## config.mk

```make
export PLATFORM = sky130hd
export DESIGN_NAME = vga_timing
export DESIGN_NICKNAME = d
export VERILOG_FILES = /design/src/rtl/vga_timing.sv
export SDC_FILE = /design/constraint.sdc
export NUM_CORES = 1
export LEC_CHECK = 0
export BUFFER_PORTS_ARGS = -buffer_cell sky130_fd_sc_hd__buf_2
export CORE_ASPECT_RATIO = 1.75
export CORE_MARGIN = 5
export CORE_UTILIZATION = 50
export CTS_BUF_LIST = sky130_fd_sc_hd__clkbuf_8 sky130_fd_sc_hd__clkbuf_16
export CTS_CLUSTER_SIZE = 12
export DETAILED_ROUTE_END_ITERATION = 8
export PLACE_DENSITY = 0.8
export SYNTH_ARGS = -nofsm -noshare
export SYNTH_HDL_FRONTEND = slang
export SYNTH_SLANG_ARGS = --single-unit
export TNS_END_PERCENT = 1
```

## constraint.sdc

```tcl
create_clock -name vga_clk -period 2.5 [get_ports vga_clk]
set_input_delay 0.125 -clock vga_clk [delete_from_list [all_inputs] [get_ports vga_clk]]
set_output_delay 0.125 -clock vga_clk [all_outputs]
set_load 0.05 [all_outputs]
```

## src/rtl/vga_timing.sv

```systemverilog
// vga_timing: free-running raster timing generator (default XGA 1024x768@60,
// 1344x806 total). Counters, blanking, sync and start strobes are all
// registered and derived from the same next-state counter values, so every
// output describes the hcount/vcount presented in the same cycle.
module vga_timing #(
  parameter int   H_ACTIVE = 1024,
  parameter int   H_FP     = 24,
  parameter int   H_SYNC   = 136,
  parameter int   H_BP     = 160,
  parameter int   V_ACTIVE = 768,
  parameter int   V_FP     = 3,
  parameter int   V_SYNC   = 6,
  parameter int   V_BP     = 29,
  parameter logic HS_POL   = 1'b0,
  parameter logic VS_POL   = 1'b0
) (
  input  logic        vga_clk,
  input  logic        rst_n,
  output logic [10:0] hcount,
  output logic [10:0] vcount,
  output logic        hblnk,
  output logic        vblnk,
  output logic        hsync,
  output logic        vsync,
  output logic        line_start,
  output logic        frame_start
);

  localparam int H_TOTAL = H_ACTIVE + H_FP + H_SYNC + H_BP;
  localparam int V_TOTAL = V_ACTIVE + V_FP + V_SYNC + V_BP;

  // Sized copies of the raster landmarks so all compares are 11-bit unsigned.
  localparam logic [10:0] H_LAST  = 11'(H_TOTAL - 1);
  localparam logic [10:0] V_LAST  = 11'(V_TOTAL - 1);
  localparam logic [10:0] H_ACT   = 11'(H_ACTIVE);
  localparam logic [10:0] V_ACT   = 11'(V_ACTIVE);
  localparam logic [10:0] HS_BEG  = 11'(H_ACTIVE + H_FP);
  localparam logic [10:0] HS_END  = 11'(H_ACTIVE + H_FP + H_SYNC - 1);
  localparam logic [10:0] VS_BEG  = 11'(V_ACTIVE + V_FP);
  localparam logic [10:0] VS_END  = 11'(V_ACTIVE + V_FP + V_SYNC - 1);

  // Geometry that does not fit the 11-bit counters is rejected at elaboration.
  generate
    if (H_TOTAL > 2048 || V_TOTAL > 2048) begin : g_bad_geometry
      $error("vga_timing: H_TOTAL and V_TOTAL must not exceed 2048");
    end
  endgenerate

  logic [10:0] h_next;
  logic [10:0] v_next;
  logic        hblnk_next;
  logic        vblnk_next;
  logic        hsync_next;
  logic        vsync_next;
  logic        line_start_next;
  logic        frame_start_next;

  // Next raster position: h always advances, v advances (and both may wrap)
  // only on the last pixel of a line.
  always_comb begin
    h_next = hcount + 11'd1;
    v_next = vcount;
    if (hcount == H_LAST) begin
      h_next = 11'd0;
      v_next = (vcount == V_LAST) ? 11'd0 : vcount + 11'd1;
    end
  end

  // Decode flags from the next position so they land together with it.
  always_comb begin
    hblnk_next       = (h_next >= H_ACT);
    vblnk_next       = (v_next >= V_ACT);
    hsync_next       = ((h_next >= HS_BEG) && (h_next <= HS_END)) ? HS_POL : ~HS_POL;
    vsync_next       = ((v_next >= VS_BEG) && (v_next <= VS_END)) ? VS_POL : ~VS_POL;
    line_start_next  = (h_next == 11'd0);
    frame_start_next = (h_next == 11'd0) && (v_next == 11'd0);
  end

  // Output registers; reset forces the idle raster state immediately.
  always_ff @(posedge vga_clk or negedge rst_n) begin
    if (!rst_n) begin
      hcount      <= 11'd0;
      vcount      <= 11'd0;
      hblnk       <= 1'b0;
      vblnk       <= 1'b0;
      hsync       <= ~HS_POL;
      vsync       <= ~VS_POL;
      line_start  <= 1'b0;
      frame_start <= 1'b0;
    end else begin
      hcount      <= h_next;
      vcount      <= v_next;
      hblnk       <= hblnk_next;
      vblnk       <= vblnk_next;
      hsync       <= hsync_next;
      vsync       <= vsync_next;
      line_start  <= line_start_next;
      frame_start <= frame_start_next;
    end
  end

endmodule

```

==> results.json <==
{
  "vias": 1611,
  "cts_root_buf": "clkbuf_8",
  "grt_pass1_wl_mm": 7.10,
  "post-dp-hpwl_mm": 3.37,
  "fp.dieW_microns": 54.1,
  "cp_max_fo": 6,
  "startpoint_type": "flip-flop",
  "worst_slew_pin_slew_ns": 0.613,
  "nFillCells": 289,
  "hold_ws_ns": 0.389,
  "grt_max_degree": 29,
  "async_flop_share_pct": 100,
  "fin_nets": 242,
  "placed_cells": 272,
  "rsz0062_at_grt": "yes",
  "num_io_pins": 30,
  "htreeDepth": 1,
  "layout.cells.non_filler": 280,
  "wl_per_cell_microns": 15.5,
  "clk-insertion-delay-late_ns": 0.27,
  "place_area_sq_um": 2130,
  "synth-edff-count": 0,
  "period_needed_ns": 2.54,
  "cts.clk_slew.worst_paths_ns": 0.09,
  "yosysSeqAreaShare_pct": 41.3,
  "synthFlopType": "dfrtp_1",
  "critPathKind": "flip-flop to flip-flop",
  "crit_arrival_ns": 2.75,
  "syn_inst": 175,
  "clock_skew_ns": 0.00258,
  "final_cell_area_sq_um": 2210,
  "hold_viol": 0,
  "grt_pass1_vias": 1650,
  "cts_tree": "yes",
  "cp.buffers_inverters": 1,
  "drc": 0,
  "via_per_inst": 5.75,
  "setup_slack_ns": -0.0396,
  "violations": "setup timing",
  "dr.first_iter.drc_count": 52,
  "cts_sinks": 28,
  "core_sq_um": 3330,
  "final_max_slew_viol_count": 0,
  "synth.largest_area_cell": "dfrtp_1",
  "layout-drive-gt1-share_pct": 41.3,
  "cap_violations": 0,
  "synthTopCellsByCount": "26 x dfrtp_1, 17 x nand2_1, 14 x nor2_1",
  "postSynthAreaPerCell_sq_um": 9.72,
  "gp_congestion": 0.868,
  "ys_types": 56,
  "die_y_microns": 87.2,
  "end_kind": "flip-flop",
  "crit_path_top_delay_cell": "or4_4",
  "vdd_drop_max_uv": 318,
  "grt_use_total_pct": 20.2,
  "syn_nets": 181,
  "drt_pass1_iterations": 4,
  "critPathTopFamily": "simple AND/OR/NAND/NOR gates",
  "fin_crit_sh_pct": 102,
  "yosys_register_bits": 28,
  "path_cells": "inv_2, ha_1, or4b_4, or4_4, a32oi_2, nand3_2, or3b_1, a211o_1",
  "areaGrowthSynthToFinish_pct": 30.1,
  "synth_most_common_cell": "dfrtp_1",
  "netlist.area_leader.share_pct": 38.2,
  "crit_required_ns": 2.71,
  "antenna_left": 0,
  "numCtsBuffers": 3,
  "dieArea_sq_um": 4720,
  "antenna_found_initial": 0,
  "netlist_area_sq_um": 1700,
  "row_count": 28,
  "synth_warnings": 0,
  "status": "finished, violations left",
  "hold_path.class": "input pin to asynchronous set/reset pin",
  "grt_overflow": 0,
  "initial_core_util_pct": 51.1,
  "clockBufferDepth": 2,
  "leakage_nw": 1.04,
  "synthTopCellsByArea": "dfrtp_1 38%, nand2_1 3.8%, dfstp_2 3.1%",
  "powerDensity_nw_per_um2": 336,
  "diodes": 0,
  "cpPeakStageDelay_ns": 0.49,
  "slew_headroom_pct": 59.2,
  "route.final.wire_length_mm": 4.34,
  "fmax_mhz": 394,
  "setup_viol_count_final": 2,
  "portBuffers": 29
}
-- per-layer routing --
| layer | vias up | global-route usage, % | part of all wire (%) |
|---|---|---|---|
| li1 | 760 | - | - |
| met1 | 761 | 21.4 | 38 |
| met2 | 70 | 36.9 | 53 |
| met3 | 20 | 2.06 | 4.8 |
| met4 | 0 | 11.3 | 4.2 |
| met5 | - | 0 | 0 |
-- metrics by stage --
step                setup slack [ns]  util [%]  power, mW  setup TNS (ns)
CTS                          -0.0698      66.1      0.747          -0.110
global placement             -0.0122      63.9      0.471         -0.0187
detailed placement           -0.0790      63.9      0.471          -0.124
finish                       -0.0396      66.5      0.744         -0.0720
global route                  -0.129      66.5      0.768          -0.252
floorplan                     -0.244         -      0.462          -0.486
-- where the power goes --
| group | internal (mW) | total, mW | switching (mW) | leakage [nW] |
|---|---|---|---|---|
| combinational | 0.00157 | 0.0100 | 0.00846 | 0.651 |
| clock | 0.141 | 0.282 | 0.141 | 0.0288 |
| sequential | 0.453 | 0.453 | 0 | 0.356 |
-- cells in the final DEF, fill, tap and decap left out, types with 3 or more instances in the layout --
cell and instances:
dfrtp_1 16, ha_1 3, nor2_1 14, and2_1 3, buf_2 29, nand2_1 17
o21ai_0 7, o31ai_1 3, a21o_1 3, inv_1 7, buf_4 34, xnor2_1 5
dfrtp_2 10, nor3_1 5, clkbuf_8 4, nor4_1 5, nand2b_1 3, nand4_1 3
xor2_1 5, nand3_1 9, a21oi_1 3
-- worst paths after layout --
check                                     start                    to  slack (ns)  cells after the start
max                         vcount[1]$_DFF_PN0_       vsync$_DFF_PN1_       -0.04                      8
min                                       rst_n   vcount[7]$_DFF_PN0_        0.39                      2
max reg2reg                 vcount[1]$_DFF_PN0_       vsync$_DFF_PN1_       -0.04                      8
min reg2reg                vcount[10]$_DFF_PN0_  vcount[10]$_DFF_PN0_        0.54                      1
max in group asynchronous                 rst_n   hcount[7]$_DFF_PN0_        1.68                      2
min in group vga_clk       vcount[10]$_DFF_PN0_  vcount[10]$_DFF_PN0_        0.54                      1
-- sequential cells by signal, summed over array words and instances, names as in the netlist --
signal / count
hcount: 11
vcount: 11
frame_start: 1
hblnk: 1
hsync: 1
line_start: 1
vblnk: 1
vsync: 1
-- cells by family after synthesis --
logic type / after synthesis / share of synthesized area [%]
AO/OA/AOI/OAI: 36 / 15.9
XOR/XNOR: 10 / 5.15
adder cells (fa/ha/maj): 4 / 2.94
buffers and inverters: 17 / 4.49
flip-flops: 28 / 41.3
AND/OR/NAND/NOR: 80 / 30.2
-- cell type report --
class	count	area, sq um	share of cell area (%)
well taps	45	56.3	2.54
repair buffers	64	410	18.5
multi-input cells	130	943	42.6
inverters	9	33.8	1.53
clock buffers	4	55.1	2.49
flip-flops and latches	28	716	32.3
-- what timing repair did --
action,CTS,global route
buffers inserted,1,2
pin swaps,2,1
setup endpoints to repair,2,2
hold buffers,1,0
resized for setup,1,1
hold endpoints to repair,26,0
Note: power is estimated with default switching activity, not from simulation.
